===== config.mk =====
export PLATFORM = sky130hd
export DESIGN_NAME = bidir_serial_receiver
export DESIGN_NICKNAME = d
export VERILOG_FILES = /design/src/rtl/bidir_serial_receiver.sv
export SDC_FILE = /design/constraint.sdc
export NUM_CORES = 1
export LEC_CHECK = 0
export CAP_MARGIN = 0
export CORE_MARGIN = 2
export CORE_UTILIZATION = 50
export CTS_CLUSTER_DIAMETER = 40
export DETAILED_ROUTE_END_ITERATION = 12
export DONT_BUFFER_PORTS = 1
export PLACE_DENSITY_LB_ADDON = 0.25
export SLEW_MARGIN = 20
export SYNTH_ARGS = -nofsm -noshare
export SYNTH_HDL_FRONTEND = slang
export SYNTH_SLANG_ARGS = --single-unit

===== constraint.sdc =====
create_clock -name clk -period 1.5 [get_ports clk]
set_clock_uncertainty 0.05 [all_clocks]
set_input_delay 0.45 -clock clk [delete_from_list [all_inputs] [get_ports clk]]
set_output_delay 0.45 -clock clk [all_outputs]
set_load 0.02 [all_outputs]

===== src/rtl/bidir_serial_receiver.sv =====
// Deserializing receiver for a bidirectional shift link.
// Collects WIDTH bits, one per qualified clock, in the direction latched at
// start. The finished word goes into a valid/ready output register. A word
// that finishes while that register is still occupied is dropped, and the
// sticky overrun flag records the loss.
module bidir_serial_receiver #(
  parameter int WIDTH = 4
) (
  input  logic             clk,
  input  logic             rst,
  input  logic             start,
  input  logic             mode,
  input  logic             sin,
  input  logic             sin_valid,
  output logic [WIDTH-1:0] dout,
  output logic [WIDTH-1:0] dout_n,
  output logic             dout_valid,
  input  logic             dout_ready,
  output logic             busy,
  output logic             overrun
);

  localparam int CW = (WIDTH > 2) ? $clog2(WIDTH) : 1;
  localparam logic [CW-1:0] LAST_BIT = CW'(WIDTH - 1);

  typedef enum logic {
    IDLE  = 1'b0,
    SHIFT = 1'b1
  } state_t;

  state_t           state_q;
  logic             dir_q;
  logic [CW-1:0]    bitCnt_q;
  logic [WIDTH-1:0] sr_q;
  logic [WIDTH-1:0] sr_d;
  logic             busy_q;
  logic [WIDTH-1:0] dout_q;
  logic [WIDTH-1:0] doutN_q;
  logic             doutValid_q;
  logic             overrun_q;

  logic             capture;
  logic             wordDone;
  logic             outFree;

  assign capture  = (state_q == SHIFT) && sin_valid;
  assign wordDone = capture && (bitCnt_q == LAST_BIT);
  assign outFree  = !doutValid_q || dout_ready;

  // Next shift-register value with the incoming bit inserted at the end that matches the link direction
  always_comb begin
    sr_d = sr_q;
    if (dir_q) begin
      sr_d = {sr_q[WIDTH-2:0], sin};
    end else begin
      sr_d = {sin, sr_q[WIDTH-1:1]};
    end
  end

  // Two-state capture FSM; busy is a registered copy of "in SHIFT"
  always_ff @(posedge clk or posedge rst) begin
    if (rst) begin
      state_q  <= IDLE;
      dir_q    <= 1'b0;
      bitCnt_q <= '0;
      sr_q     <= '0;
      busy_q   <= 1'b0;
    end else begin
      case (state_q)
        IDLE: begin
          if (start) begin
            dir_q    <= mode;
            bitCnt_q <= '0;
            sr_q     <= '0;
            busy_q   <= 1'b1;
            state_q  <= SHIFT;
          end
        end
        SHIFT: begin
          if (sin_valid) begin
            sr_q <= sr_d;
            if (bitCnt_q == LAST_BIT) begin
              bitCnt_q <= '0;
              busy_q   <= 1'b0;
              state_q  <= IDLE;
            end else begin
              bitCnt_q <= bitCnt_q + CW'(1);
            end
          end
        end
        default: begin
          state_q <= IDLE;
          busy_q  <= 1'b0;
        end
      endcase
    end
  end

  // Output register: load a finished word when free, otherwise flag the loss; consumer handshake clears valid
  always_ff @(posedge clk or posedge rst) begin
    if (rst) begin
      dout_q      <= '0;
      doutN_q     <= '1;
      doutValid_q <= 1'b0;
      overrun_q   <= 1'b0;
    end else begin
      if (wordDone && outFree) begin
        dout_q      <= sr_d;
        doutN_q     <= ~sr_d;
        doutValid_q <= 1'b1;
      end else begin
        if (wordDone) begin
          overrun_q <= 1'b1;
        end
        if (doutValid_q && dout_ready) begin
          doutValid_q <= 1'b0;
        end
      end
    end
  end

  assign dout       = dout_q;
  assign dout_n     = doutN_q;
  assign dout_valid = doutValid_q;
  assign busy       = busy_q;
  assign overrun    = overrun_q;

endmodule


==> results.ini, run 1 <==
[floorplanning]
die_h_um=44.4
fp.dieW_um=44.4
dieArea_sq_um=1970
ios=18
start_util=0.534
core_sq_um=1520
num_rows=14

[logic_synthesis]
async_flop_share=1.00
syn-instance-count=65
ys_seq_area_frac=0.590
synth_cell_type_count=22
yosysTopAreaCell=dfrtp_1
syn_area_sq_um=815
synth_warnings=0
syn-num-nets=73
ys_ff_latch=19
ys.flop_type=dfrtp_1
synth.top_cells.by_area=dfrtp_1 46%, dfstp_2 13%, mux2_4 7.4%, mux2i_1 6.1%, a21oi_1 4.9%
synth_top_area_frac=0.461
synth-edff-count=0
postSynthAreaPerCell_sq_um=12.5

[sta]
setup_violations=0
drv_slew=0
slew_headroom=0.726
max_freq_mhz=690
fin_crit_sh=0.966
finalWorstSetupSlack_ps=50.5
whs_ps=248
hold_violations=0
min_period_ps=1450
tns_ps=0
rsz0062_at_grt=false
tightest_slew_ps=400

[clocking]
postCtsSetupRepairBufs=0
cts_buffers=3
clock_sinks=19
h-tree-depth=1
clkLatencyLatePin_ps=280
clockBufferDepth=2
cts.clk_slew.worst_paths_ps=110
cts_tree=done
cts_root_buf=clkbuf_4

[cells_and_area]
design_area_sq_um=875
finalNetCount=79
final_common_cell=dfrtp_1
layout_common_cells=15 x dfrtp_1, 8 x a21oi_1, 7 x nand2_1
fin_cells=86
num_antenna_cells=0
utilization=0.574
area_delta_synth_final_pct=7.37
drive_above_1_share=0.271

[worst_setup_path]
worst_ep_required_time_ps=1670
crit_type=flip-flop to flip-flop
ff2ff_setup_slack_ps=50
cp-endpoint=dout_n[1]$_DFFE_PP1P_
worstReg2RegEnd=dout_n[1]$_DFFE_PP1P_
critPathCaptureType=flip-flop
cp_max_fo=8
worstSetupStartpoint=bitCnt_q[1]$_DFFE_PP0P_
start_kind=flip-flop
arrival_ps=1620
reg2reg_from=bitCnt_q[1]$_DFFE_PP0P_
rr_worst_depth=4

[pwr]
powerDensity_nw_per_um2=2210
p_leak_nw=0.406
ir_worst_vdd_mv=1.02
total_power_mw=1.93

[placement]
place_area_sq_um=838
post-place-ws_ps=77.4
gp_congestion=0.864
io_buffers=0
post-place-cells=81
hpwl_um=1030

[global_route]
gr-usage-all-layers=0.165
grt_pass1_vias=485
grt_max_degree=11
overflow=0
grt_first_pass_wirelength_um=2250
antenna_found_initial=0

[routing]
vias=501
drt_iter0_drc=17
firstDrtPassIters=4
route.detailed.drc=0
vias_per_cell=5.83
ant_nets=0
drt-total-wl_um=1370
wl_per_cell_um=16.0

[run_status]
status=finished, final reports clean

[run]
maxCapViolCount=0

[min_path]
hold_path.class=primary input to flip-flop

[layout make-up]
cell class	count	area, sq um
clock buffer	4	26.3
fill	125	649
inverter	1	3.75
multi-input combinational	42	312
sequential	19	480
tap	16	20.0
timing repair buffer	4	32.5
[repair_timing]
| item | CTS | global route |
|---|---|---|
| hold endpoints to repair | 4 | 0 |
| hold buffers | 1 | 0 |
| gates resized for setup | 0 | 0 |
[synth_stat cells (2+ instances only)]
library cell  count
nand2_1           7
nor2_1            2
dfstp_2           4
dfrtp_1          15
o21ai_0           4
a21oi_1           8
mux2i_1           5
mux2_4            4
mux2_2            2
buf_6             2
[worst max-delay path, stage by stage, from the launching register on]
cell     delay [ps]
dfrtp_1         390
ha_2            200
and3_4          210
and2_4          220
mux2_4          310
[worst min-delay path by stage]
| stage | from | endpoint | slack [ps] | cells past startpoint |
|---|---|---|---|---|
| floorplan | rst | bitCnt_q[0]$_DFFE_PP0P_ | 350 | 1 |
| global placement | rst | dout_valid$_DFFE_PP0P_ | 200 | 1 |
| detailed placement | rst | dout_valid$_DFFE_PP0P_ | 200 | 1 |
| CTS | start | state_q$_DFF_PP0_ | 250 | 2 |
| global route | mode | dir_q$_DFFE_PP0P_ | 230 | 1 |
| finish | start | state_q$_DFF_PP0_ | 250 | 2 |
[metal layers]
metal,share of wire,vias to the layer above,track usage
met2,0.47,15,0.235
met3,0.056,2,0.0571
met1,0.46,246,0.220
met4,0.013,0,0.0909
met5,0,-,0
li1,-,238,-
[power breakdown]
| group | switching [mW] | internal (mW) | total (mW) | leakage (nW) |
|---|---|---|---|---|
| registers | 0.364 | 0.786 | 1.15 | 0.225 |
| clock network | 0.147 | 0.103 | 0.250 | 0.0150 |
| logic | 0.238 | 0.293 | 0.531 | 0.166 |
| total | 0.748 | 1.18 | 1.93 | 0.406 |
[state kept, by name, summed over array words and instances (netlist names), 2 cells and up]
signal and flops:
dout 4, bitCnt_q 2, sr_q 4, dout_n 4
[logic make-up after synthesis]
group                    after synthesis  synth area share
buffers and inverters                  4            0.0369
adder cells (fa/ha/maj)                1            0.0154
AND/OR/NAND/NOR                       14            0.0830
AO/OA/AOI/OAI                         16             0.112
flip-flops                            19             0.590
multiplexers                          11             0.163
Power figures use the tool's default switching activity.
==> run 2, diff against run 1 <==
--- a/config.mk
+++ b/config.mk
@@ -12,6 +12,7 @@
 export DETAILED_ROUTE_END_ITERATION = 12
 export DONT_BUFFER_PORTS = 1
 export PLACE_DENSITY_LB_ADDON = 0.25
+export SETUP_SLACK_MARGIN = 0.3
 export SLEW_MARGIN = 20
 export SYNTH_ARGS = -nofsm -noshare
 export SYNTH_HDL_FRONTEND = slang
==> run 2 against run 1 <==
- first-iteration DRC count shrank 82%
- final area up 22%
- via count grew 5.8%
- die area stayed put
- critical path type is now flip-flop to output pin
- combinational power increased by 65%
- sequential power grew 4%
- sequential share of layout area decreased by 8.9 points
==> results.ini, run 2 (synthesis gave the netlist of run 1 again) <==
[sta]
whs_ps=256
tns_ps=0
fin_crit_sh=0.938
min_period_ps=1410
drv_slew=0
tightest_slew_ps=347
rsz0062_at_grt=true
hold_violations=0
setup_violations=0
max_freq_mhz=711
slew_headroom=0.762
finalWorstSetupSlack_ps=93.4

[placement]
io_buffers=0
gp_congestion=0.853
hpwl_um=1120
place_area_sq_um=838
post-place-ws_ps=70.2

[run]
maxCapViolCount=0

[routing]
wl_per_cell_um=17.5
drt-total-wl_um=1680
wl_met1_um=720
routed-wl-met2_um=887
firstDrtPassIters=4
wl_met3_um=68
drt_iter0_drc=3
ant_nets=0
vias_per_cell=5.52
top_layer_used=met3
route.detailed.drc=0
vias=530

[clocking]
cts.clk_slew.worst_paths_ps=110
clockBufferDepth=2
cts_tree=done
h-tree-depth=1
cts_root_buf=clkbuf_4
clock_sinks=19
clkLatencyLatePin_ps=290
cts_buffers=3

[pwr]
ir_worst_vdd_mv=0.964
p_switching_mw=0.907
powerDensity_nw_per_um2=2190
p_int_mw=1.42
p_sw_frac=0.389
total_power_mw=2.33
p_leak_nw=0.463
seq_power_share=0.516
power_frac_comb=0.377
pwr-share-clk=0.108

[global_route]
grt_pass1_vias=569
grt_first_pass_wirelength_um=2460
overflow=0
grt_max_degree=12
gr-usage-all-layers=0.180
antenna_found_initial=0

[floorplanning]
die_h_um=44.4
core_sq_um=1520
ios=18
dieArea_sq_um=1970
start_util=0.534
fp.dieW_um=44.4
num_rows=14

[run_status]
status=finished, final reports clean

[worst_setup_path]
start_kind=flip-flop
crit_type=flip-flop to output pin
arrival_ps=910
critPathCaptureType=output pin
worst_ep_required_time_ps=1000
cp_max_fo=2
ff2ff_setup_slack_ps=130

[cells_and_area]
finalNetCount=89
final_common_cell=dfrtp_2
drive_above_1_share=0.638
layout_common_cells=9 x dfrtp_2, 7 x nand2_1, 7 x buf_4
area_delta_synth_final_pct=31.0
num_antenna_cells=0
design_area_sq_um=1070

[min_path]
hold_path.class=primary input to flip-flop

-- run 2: through the flow --
| step | utilization | cells |
|---|---|---|
| after detailed placement | 0.550 | 81 |
| after global routing | 0.700 | 96 |
| after global placement | 0.550 | 81 |
| after CTS | 0.630 | 92 |
| after floorplan | - | 65 |
| final | 0.700 | 96 |
-- run 2: final cells by class --
type                    instances  area [sq um]
clock buffers                   3          22.5
clock inverters                 1          5.00
multi-input cells              42           394
well taps                      16          20.0
fillers                       109           457
repair buffers                 14           130
flip-flops and latches         19           492
inverters                       1          3.75
-- run 2: layer usage --
metal	up-vias	track usage
met4	0	0.0667
li1	255	-
met1	262	0.200
met3	0	0.0531
met2	13	0.324
met5	-	0
-- run 2: path summary, 6_finish.rpt --
path | from | cells past startpoint | endpoint
worst max-delay path | dout_n[2]$_DFFE_PP1P_ | 0 | dout_n[2]
worst min-delay path | mode | 1 | dir_q$_DFFE_PP0P_
worst max register to register | bitCnt_q[1]$_DFFE_PP0P_ | 4 | dout_n[2]$_DFFE_PP1P_
worst min register to register | sr_q[0]$_DFFE_PP0P_ | 2 | sr_q[0]$_DFFE_PP0P_
max in group asynchronous | rst | 3 | dout_n[3]$_DFFE_PP1P_
min in group asynchronous | rst | 2 | dout_valid$_DFFE_PP0P_
-- run 2: repair_timing --
| item | in CTS | in global routing |
|---|---|---|
| hold buffers | 1 | 0 |
| gates resized for setup | 15 | 17 |
| pin swaps | 3 | 5 |
| endpoints found under the setup margin | 22 | 28 |
| buffers inserted | 6 | 4 |
| endpoints found under the hold margin | 4 | 0 |
-- run 2: power groups by stage --
stage                     sequential (mW)  combinational (mW)  clock (mW)
after global routing                 1.23               0.949       0.275
after CTS                            1.18               0.667       0.250
after detailed placement             1.17               0.524           0
final                                1.20               0.878       0.251
after floorplan                      1.09               0.484           0
after global placement               1.16               0.507           0
==> run 3, diff against run 2 <==
==> constraint.sdc (replaced) <==
create_clock -name clk -period 1.5 [get_ports clk]
set_clock_uncertainty 0.05 [all_clocks]
set_input_delay 0.45 -clock clk [delete_from_list [all_inputs] [get_ports clk]]
set_output_delay 0.45 -clock clk [all_outputs]
set_load 0.005 [all_outputs]
==> run 3 against run 2 <==
- largest power group unchanged
- critical path type is now flip-flop to flip-flop
- sequential power decreased by 14%
- sequential share of layout area grew 3.8 points
- combinational power fell by 19%
- sequential cell count is the same
- routed wire length is 5.7% lower
- final area down 9.5%
- global-route usage up 0.13 points
- via count up 5.8%
- non-clock buffer count is 5 lower
- die area stayed put
==> results.ini, run 3 (synthesis gave the netlist of run 1 again) <==
[cells_and_area]
area_delta_synth_final_pct=18.6
final_common_cell=dfrtp_1
finalNetCount=84
num_antenna_cells=0
drive_above_1_share=0.467
layout_common_cells=14 x dfrtp_1, 8 x buf_4, 7 x nand2_1
fillers=118
fin_cells=91

[clocking]
clock_sinks=19
clkLatencyLatePin_ps=280
cts_tree=done
h-tree-depth=1
cts_root_buf=clkbuf_4
clockBufferDepth=2
cts_buffers=3
cts.clk_slew.worst_paths_ps=100

[pwr]
p_leak_nw=0.429
p_sw_frac=0.346
ir_worst_vdd_mv=1.06
p_switching_mw=0.691
powerDensity_nw_per_um2=2070
p_int_mw=1.30
seq_power_share=0.518
power_frac_comb=0.358
pwr-share-clk=0.124

[routing]
drt_iter0_drc=37
firstDrtPassIters=4
drt-total-wl_um=1580
vias_per_cell=6.16
vias=561
route.detailed.drc=0
wl_per_cell_um=17.4
ant_nets=0

[floorplanning]
dieArea_sq_um=1970
num_rows=14
core_sq_um=1520
fp.dieW_um=44.4
die_h_um=44.4
start_util=0.534
ios=18

[global_route]
antenna_found_initial=0
grt_first_pass_wirelength_um=2460
grt_pass1_vias=582
overflow=0
grt_max_degree=11
gr-usage-all-layers=0.182

[sta]
hold_violations=0
tns_ps=0
tightest_slew_ps=314
min_period_ps=1380
max_freq_mhz=724
fin_crit_sh=0.921
rsz0062_at_grt=true
setup_violations=0
drv_slew=0
slew_headroom=0.787

[run_status]
status=finished, final reports clean

[worst_setup_path]
cp-endpoint=dout_n[2]$_DFFE_PP1P_
crit_type=flip-flop to flip-flop
worstSetupStartpoint=bitCnt_q[1]$_DFFE_PP0P_
start_kind=flip-flop
rr_worst_depth=4
ff2ff_setup_slack_ps=120
worst_ep_required_time_ps=1670
arrival_ps=1550
worstReg2RegEnd=dout_n[2]$_DFFE_PP1P_
critPathCaptureType=flip-flop
cp_max_fo=6
reg2reg_from=bitCnt_q[1]$_DFFE_PP0P_

[placement]
gp_congestion=0.849
hpwl_um=1160
io_buffers=0
post-place-cells=81

[min_path]
hold_path.class=primary input to flip-flop
hold_start=mode

[run]
maxCapViolCount=0

==> run 3: cell count changes in the layout (fill, tap and decap cells not counted), moves of 2 or more <==
cell,delta
a21oi_1,+2
a21oi_2,-2
buf_6,-6
dfrtp_1,+8
dfrtp_2,-8
mux2i_1,-2
mux2i_2,+3
==> run 3: final cells by class <==
| class | instances | area, sq um | area share |
|---|---|---|---|
| clock buffer | 4 | 26.3 | 0.0272 |
| inverter | 1 | 3.75 | 0.00389 |
| multi-input combinational | 42 | 364 | 0.377 |
| sequential | 19 | 482 | 0.499 |
| tap | 16 | 20.0 | 0.0207 |
| timing repair buffer | 9 | 70.1 | 0.0725 |
==> run 3: metrics by stage <==
| stage | cell area (sq um) | power, mW | hold WS (ps) | setup WS, ps | util |
|---|---|---|---|---|---|
| floorplan | 822 | 1.41 | 348 | 0.381 | - |
| global placement | 838 | 1.51 | 203 | 114 | 0.550 |
| detailed placement | 838 | 1.54 | 207 | 66.2 | 0.550 |
| CTS | 942 | 1.91 | 247 | 117 | 0.618 |
| global route | 966 | 2.11 | 252 | 83.2 | 0.634 |
| finish | 966 | 2.00 | 262 | 118 | 0.634 |
==> run 3: worst min-delay path by stage <==
stage,endpoint,slack (ps),cells past startpoint
finish,dir_q$_DFFE_PP0P_,260,1
global route,dir_q$_DFFE_PP0P_,250,1
CTS,state_q$_DFF_PP0_,250,2
detailed placement,dout_valid$_DFFE_PP0P_,210,1
global placement,dout_valid$_DFFE_PP0P_,200,1
floorplan,bitCnt_q[0]$_DFFE_PP0P_,350,1
==> run 3: worst max-delay path, stage by stage (launching register included) <==
cell and delay [ps]:
dfrtp_1 430, ha_4 170, and3_4 180, and2_4 190, mux2_4 300
==> run 3: per-layer routing <==
layer | track usage | up-vias | part of all wire
li1 | - | 246 | -
met1 | 0.207 | 281 | 0.43
met2 | 0.282 | 26 | 0.49
met3 | 0.0571 | 8 | 0.059
met4 | 0.139 | 0 | 0.026
met5 | 0 | - | 0
==> run 3: repair_timing <==
| item | CTS | global route |
|---|---|---|
| setup endpoints to repair | 25 | 26 |
| buffers inserted | 5 | 0 |
| hold endpoints to repair | 4 | 0 |
| resized for setup | 7 | 6 |
| pin swaps | 2 | 0 |
| hold buffers | 1 | 0 |
==> run 3: power groups by stage <==
stage	combinational [mW]	clock, mW	sequential (mW)
after global placement	0.508	0	0.998
after global routing	0.777	0.265	1.07
final	0.714	0.248	1.03
after CTS	0.647	0.254	1.01
after floorplan	0.485	0	0.926
after detailed placement	0.535	0	1.01
